`src/rtl/pipe_stage_skid.sv`:
```
// pipe_stage_skid: generic valid/ready pipeline stage register with a
// two-entry skid buffer. The skid buffer lets in_ready come straight from
// a flop. The stage also supports flush (bubble insertion), drives a forced
// bubble control value while empty, and has a saturating stall counter.
//
// Ports:
//   clk, rst_n            clock; synchronous active-low reset
//   in_valid/in_ready     upstream handshake (in_ready is registered)
//   in_data/in_ctrl       upstream datapath / control bundles
//   flush                 discard all held entries
//   out_valid/out_ready   downstream handshake
//   out_data/out_ctrl     registered datapath / control bundles
//   clr_stats             clear stall_cnt
//   stall_cnt             saturating count of out_valid & ~out_ready cycles
module pipe_stage_skid #(
  parameter int unsigned       DATA_W      = 32,
  parameter int unsigned       CTRL_W      = 16,
  parameter logic [CTRL_W-1:0] CTRL_BUBBLE = '0,
  parameter int unsigned       STALL_CNT_W = 16
) (
  input  logic                   clk,
  input  logic                   rst_n,
  input  logic                   in_valid,
  output logic                   in_ready,
  input  logic [DATA_W-1:0]      in_data,
  input  logic [CTRL_W-1:0]      in_ctrl,
  input  logic                   flush,
  output logic                   out_valid,
  input  logic                   out_ready,
  output logic [DATA_W-1:0]      out_data,
  output logic [CTRL_W-1:0]      out_ctrl,
  input  logic                   clr_stats,
  output logic [STALL_CNT_W-1:0] stall_cnt
);

  localparam logic [STALL_CNT_W-1:0] STALL_MAX = '1;

  typedef struct packed {
    logic [DATA_W-1:0] data;
    logic [CTRL_W-1:0] ctrl;
  } entry_t;

  // Occupancy: EMPTY = no entry, ONE = main only, FULL = main + skid.
  typedef enum logic [1:0] {
    EMPTY = 2'd0,
    ONE   = 2'd1,
    FULL  = 2'd2
  } state_t;

  state_t state;
  state_t state_next;

  entry_t in_entry;
  entry_t skid;

  logic in_fire;
  logic out_fire;
  logic load_main_in;
  logic load_main_skid;
  logic load_skid;
  logic to_bubble;

  assign in_entry.data = in_data;
  assign in_entry.ctrl = in_ctrl;

  assign in_fire  = in_valid & in_ready;
  assign out_fire = out_valid & out_ready;

  // State register.
  always_ff @(posedge clk) begin
    if (!rst_n) begin
      state <= EMPTY;
    end else begin
      state <= state_next;
    end
  end

  // Next-state logic; flush overrides any handshake.
  always_comb begin
    state_next = state;
    if (flush) begin
      state_next = EMPTY;
    end else begin
      case (state)
        EMPTY: if (in_fire) state_next = ONE;
        ONE: begin
          if (in_fire && !out_fire)      state_next = FULL;
          else if (!in_fire && out_fire) state_next = EMPTY;
        end
        FULL:    if (out_fire) state_next = ONE;
        default: state_next = EMPTY;
      endcase
    end
  end

  // Datapath load enables. During flush nothing is loaded, so an input
  // accepted in the same cycle is silently dropped.
  always_comb begin
    load_main_in   = 1'b0;
    load_main_skid = 1'b0;
    load_skid      = 1'b0;
    if (!flush) begin
      case (state)
        EMPTY: load_main_in = in_fire;
        ONE: begin
          load_main_in = in_fire & out_fire;
          load_skid    = in_fire & ~out_fire;
        end
        FULL:    load_main_skid = out_fire;
        default: ;
      endcase
    end
    to_bubble = (state_next == EMPTY);
  end

  // Main/skid registers and registered handshake outputs.
  always_ff @(posedge clk) begin
    if (!rst_n) begin
      out_valid <= 1'b0;
      in_ready  <= 1'b1;
      out_data  <= '0;
      out_ctrl  <= CTRL_BUBBLE;
      skid      <= '0;
    end else begin
      out_valid <= (state_next != EMPTY);
      in_ready  <= (state_next != FULL);
      if (load_main_in) begin
        out_data <= in_entry.data;
        out_ctrl <= in_entry.ctrl;
      end else if (load_main_skid) begin
        out_data <= skid.data;
        out_ctrl <= skid.ctrl;
      end else if (to_bubble) begin
        // out_data keeps its last value; only control is neutralised.
        out_ctrl <= CTRL_BUBBLE;
      end
      if (load_skid) begin
        skid <= in_entry;
      end
    end
  end

  // Saturating stall counter; flush does not clear it.
  always_ff @(posedge clk) begin
    if (!rst_n) begin
      stall_cnt <= '0;
    end else if (clr_stats) begin
      stall_cnt <= '0;
    end else if (out_valid && !out_ready && (stall_cnt != STALL_MAX)) begin
      stall_cnt <= stall_cnt + STALL_CNT_W'(1);
    end
  end

endmodule
```
`config.mk`:
```
export PLATFORM = sky130hd
export DESIGN_NAME = pipe_stage_skid
export DESIGN_NICKNAME = d
export VERILOG_FILES = /design/src/rtl/pipe_stage_skid.sv
export SDC_FILE = /design/constraint.sdc
export NUM_CORES = 1
export LEC_CHECK = 0
export CAP_MARGIN = 5
export CORE_MARGIN = 3
export CORE_UTILIZATION = 23
export CTS_BUF_LIST = sky130_fd_sc_hd__clkbuf_2
export CTS_CLUSTER_DIAMETER = 200
export CTS_CLUSTER_SIZE = 14
export DETAILED_ROUTE_END_ITERATION = 8
export GPL_TIMING_DRIVEN = 0
export SYNTH_ARGS = -nofsm -noshare
export SYNTH_HDL_FRONTEND = slang
export SYNTH_SLANG_ARGS = --single-unit
```
`constraint.sdc`:
```
create_clock -name clk -period 1.4 [get_ports clk]
set_input_delay 0.28 -clock clk [delete_from_list [all_inputs] [get_ports clk]]
set_output_delay 0.28 -clock clk [all_outputs]
set_load 0.03 [all_outputs]
```
* Word level (Yosys, flattened, before mapping)
Cells that the tools add are included.
Storage, ports and cells: flip-flop bits (word level) 116, latch bits 0, bits in writable memories 0, memory bits (read-only) 0, bits of input ports 54, logic and storage cells 49, memories 0
Operators by class: add/sub/neg operators 1, $mul 0, divide/modulo/power cells 0, $lt $le $gt $ge 0, eq/ne operators 4, shift-type cells 0, multiplexer cells 17, bitwise gates (word level) 6, reductions and logical operators 13
Operators with widths (count):
- 32-bit 2-to-1 mux | 2
- 16-bit 2-to-1 mux | 3
- 16-bit by 1-bit adder with 16-bit output (second input constant) | 1
- 16-bit inequality test (second input constant) | 1
- 2-bit 2-to-1 mux | 5
- 2-bit case mux with 3 select lines | 1
- 1-bit 2-to-1 mux | 5
- 1-bit bitwise AND | 4
- 1-bit logical AND | 4
- 2-bit logical NOT | 2
- 2-bit nonzero test | 2
- 1-bit logical NOT | 3
- 3-bit nonzero test | 1
- 2-bit by 1-bit == test with 1-bit output (second input constant) | 1
- 2-bit == test (second input constant) | 1
- 2-bit inequality test (second input constant) | 1
- 1-bit NOT | 2
- 1-bit case mux with 2 select lines | 1
- 2-bit OR reduction | 1

* Longest topological paths before layout
depth in word-level cells 11, gate-level depth with buffers 6

* Worst setup path before layout
No wires, ideal clock.
kind register to register, start point register stall_cnt[4], end point register stall_cnt[15], setup time 116 ps, arrival time 1680 ps, required time 1284 ps, slack -397 ps, cell stages (with the launch flop) 6, cell sequence dfxtp_1 and4_1 buf_4 nand4_2 or4_1 o211a_1
On the way: word-level cells in the longest chain between the ends 2, elaborated cells between the ends (all ways) 3, classes of those cells add/sub (1); eq/ne (1); reduce/logical (1)
RTL lines:
- from (decl) | line 33 | output logic [STALL_CNT_W-1:0] stall_cnt
- from (signal assigned) | line 150 | stall_cnt <= stall_cnt + STALL_CNT_W'(1);
- parallel branches: the longest is 2 deep, another holds 16-bit by 1-bit adder with 16-bit output
Parallel ways; which one is timed is not known. A chain may end at the register's enable or synchronous reset.

* Worst setup path in the final report
start point register stall_cnt[0], end point register stall_cnt[1]
The elaborated chain is that of the path after synthesis.

==> metrics.md <==
| Metric | Value |
|---|---|
| PD cells | 753 nW/um^2 |
| Die ar. | 22900 sq um |
| Simple-gate area share of the yosys netlist | 0.207 |
| Area growth from synthesis to layout | 74.4% |
| Failing checks | setup timing |
| Mux cell area share after synthesis | 0.0103 |
| Synth Instances | 546 |
| R2R Path Start | stall_cnt[0] |
| Post-synth EDFFs | 0 |
| CP arrival | 2.22 ns |
| First-pass GRT wire length | 26.7 mm |
| Delay-heaviest family, CP | simple AND/OR/NAND/NOR gates |
| CTS tree | yes |
| Peak supply drop | 335 uV |
| DP HPWL | 10.6 mm |
| Dpl ws | -1.05 ns |
| Status | complete, but fails checks |
| Syn nets | 601 |
| Final wirelength | 17.6 mm |
| Register area | 2450 sq um |
| Synth Warn # | 0 |
| Routed vias/inst | 4.71 |
| Largest net degree at the start of global routing | 17 |
| Clock slew at reported path FFs | 0.19 ns |
| CTS Buf Count | 17 |
| Sw Pwr | 1.96 mW |
| Internal Power | 4.41 mW |
| Total track usage | 0.151 |
| Synth top area share | 0.479 |
| Worst path max stage delay | 0.43 ns |
| Initial Util | 0.237 |
| Max-Cap Viols | 0 |
| Compound-cell area share of the yosys netlist | 0.259 |
| CTS root buf | clkbuf_2 |
| Worst setup startpoint | stall_cnt[0] |
| Fin crit share | 1.18 |
| Layout net count | 813 |
| Part of the power in the clock network | 0.288 |
| DR WL/cell | 16.9 um |
| Post-synth top flop | dfxtp_1 |
| Cells after DPL | 934 |
| Post-layout util | 0.413 |
| Slowest-stage cell, CP | dfxtp_4 |
| Max-slew violations | 0 |
| Top post-synthesis cells by area | dfxtp_1 48%, nand2_1 11%, a21boi_0 11%, a22oi_1 5.0%, a222oi_1 3.3% |
| Core Area | 20500 sq um |
| Cell leakage power | 3.20 nW |
| Synth area leader | dfxtp_1 |
| Min Hold Slack | 0.170 ns |
| Via Count | 4908 |
| Distinct cell type count after synthesis | 47 |
| Number of global-route vias before repair | 4890 |
| Port bufs | 118 |
| R2R Path End | stall_cnt[1] |
| Rows | 52 |
| Final Instance Area | 8460 sq um |
| Crit-path max FO | 6 |
| R2R depth | 6 |
| Post-Synth Adder-Cell Area | 0.00258 |
| Max Root-Sink Buffers | 2 |
| XOR/XNOR Fraction of Synth Area | 0.00181 |
| Critical Path Sink | stall_cnt[1] |
| Fin cells | 1042 |
| Initial antenna violation count | 1 |
| Initial detailed-routing violation count | 201 |
| Post-synthesis register bit count | 116 |
| Setup crit end kind | flip-flop |
| RSZ-0062 raised after global routing | true |
| Syn avg cell area | 8.89 sq um |
| Clock sinks | 116 |
| IO Pins | 120 |
| Grt ovf | 0 |
| Most frequent cells after synthesis | 145 x nand2_1, 116 x dfxtp_1, 70 x a21boi_0, 32 x a22oi_1, 20 x clkbuf_1 |
| Reg2reg setup slack | -0.25 ns |
| Cells along the critical path | ha_4 -> nand4_1 -> buf_4 -> or3_4 -> o211ai_1 -> a21oi_1 |
| CTS H-Tree Depth | 4 |
| Multi-input combinational cell area | 2900 sq um |
| DRC violations left | 0 |
| Sequential area share after synthesis | 0.479 |
| Fmax | 0.606 GHz |
| Share of layout cells above drive strength 1 | 0.499 |
| Combinational fraction of design power | 0.174 |
| CP required | 1.97 ns |
| Die H | 151 um |
| Tightest Hold Check Type | in2reg |
| Area of the mapped netlist | 4850 sq um |
| Final Hold Vio Count | 0 |
| WP depth | 6 |
| Final setup violation count | 177 |
| Final setup margin | -0.249 ns |
| Crit path launch type | flip-flop |
| Fin crit period | 1.65 ns |
| Tightest Pin Transition | 0.723 ns |
| Chip width | 151 um |
| Slew headroom | 0.518 |
| CP bufs+invs | 1 |
| 1st-pass router iterations | 5 |
| Crit path kind | reg2reg |
| Power share of the sequential group | 0.538 |
| Final Skew | 0.0246 ns |
| Filler cell count in the final layout | 2033 |
| Largest family of logic cells by synthesized area | compound AO/OA/AOI/OAI gates |
| Post-synthesis async set-or-reset flop share | 0 |
| Post-route ant nets | 0 |
| Clock Latency Late Sink | 0.67 ns |
| Sw frac | 0.308 |
| Total power | 6.37 mW |
| Placed cell area | 6510 sq um |
| Routability Congestion | 0.763 |
| Setup TNS | -15.78 ns |
| Most frequent cell after synthesis | nand2_1 |
==> layout make-up <==
cell class	count	share of cell area
Multi-Input combinational cell	387	0.342
Sequential cell	116	0.290
Timing Repair Buffer	196	0.255
Buffer	38	0.0507
Tap cell	270	0.0399
Clock buffer	18	0.0106
Clock inverter	14	0.0104
Inverter	2	0.000887
Antenna cell	1	0.000296
==> power by group through the flow <==
stage / registers [mW] / clock network (mW) / logic [mW]
after global placement: 3.48 / 0 / 0.798
after CTS: 3.43 / 1.93 / 1.11
after floorplan: 3.59 / 0 / 0.278
after detailed placement: 3.48 / 0 / 0.798
after global routing: 3.44 / 2.07 / 1.18
final: 3.42 / 1.84 / 1.11
==> sequential cells by signal, summed over array words and instances, names as in the netlist <==
signal,flops
state,2
out_ctrl,16
skid,48
stall_cnt,16
in_ready,1
out_valid,1
out_data,32
==> cells by family after synthesis <==
| logic type | Yosys count |
|---|---|
| xor+xnor | 1 |
| mux | 5 |
| buf+inv | 43 |
| flops | 116 |
| simple gates | 215 |
| fa+ha+maj | 1 |
| compound gates | 165 |
==> metal layers <==
| metal | GRT usage | wire length, um | vias up |
|---|---|---|---|
| met5 | 0 | 0 | - |
| met4 | 0.0385 | 210 | 0 |
| met3 | 0.0452 | 1130 | 12 |
| met2 | 0.254 | 8670 | 131 |
| met1 | 0.189 | 7570 | 2384 |
| li1 | - | - | 2381 |
==> cell usage in the layout (no fill, tap or decap), types with 3 or more instances in the layout <==
master           count
a21boi_1            60
and4_1               3
nand2_4             16
nand2_1            108
nor2b_1             16
nor2_1               8
nand2_2             21
buf_4               46
nand2b_1             8
a222oi_1            16
clkbuf_2            20
a21oi_2              4
clkdlybuf4s50_1     52
a22oi_2             30
clkbuf_1            12
buf_8               10
a21oi_1              7
a21boi_2            20
dfxtp_1             48
mux2i_1              5
clkinv_2             5
a41o_1               3
clkbuf_16            7
clkinvlp_4           3
or4_1                3
buf_6               87
dfxtp_2             49
and2_4               3
a31oi_1              3
nand4_1              5
dfxtp_4             19
buf_12              15
==> timing repair <==
action / CTS / global route
setup buffers: 49 / 22
hold buffers: 0 / 0
gates cloned: 12 / 4
setup endpoints to repair: 178 / 178
pin swaps: 70 / 68
gates resized for setup: 710 / 112
==> tightest hold or removal path, delay by kind of cell <==
kind                   cells  cell delay, ns
buffers and inverters      1            0.42
AOI/OAI and AO/OA          1            0.05
and+or+nand+nor            1            0.07
==> worst min path at each step <==
stage                     start     endpoint  slack [ns]  depth (start not counted)
floorplan           in_data[13]     skid[29]        0.41                          2
global placement    out_data[4]  out_data[4]        0.44                          2
detailed placement     skid[30]     skid[30]        0.45                          2
CTS                  in_ctrl[0]      skid[0]        0.08                          3
global route        in_ctrl[14]     skid[14]        0.08                          3
finish              in_ctrl[15]     skid[15]        0.17                          3
Note: power is estimated with default switching activity, not from simulation.
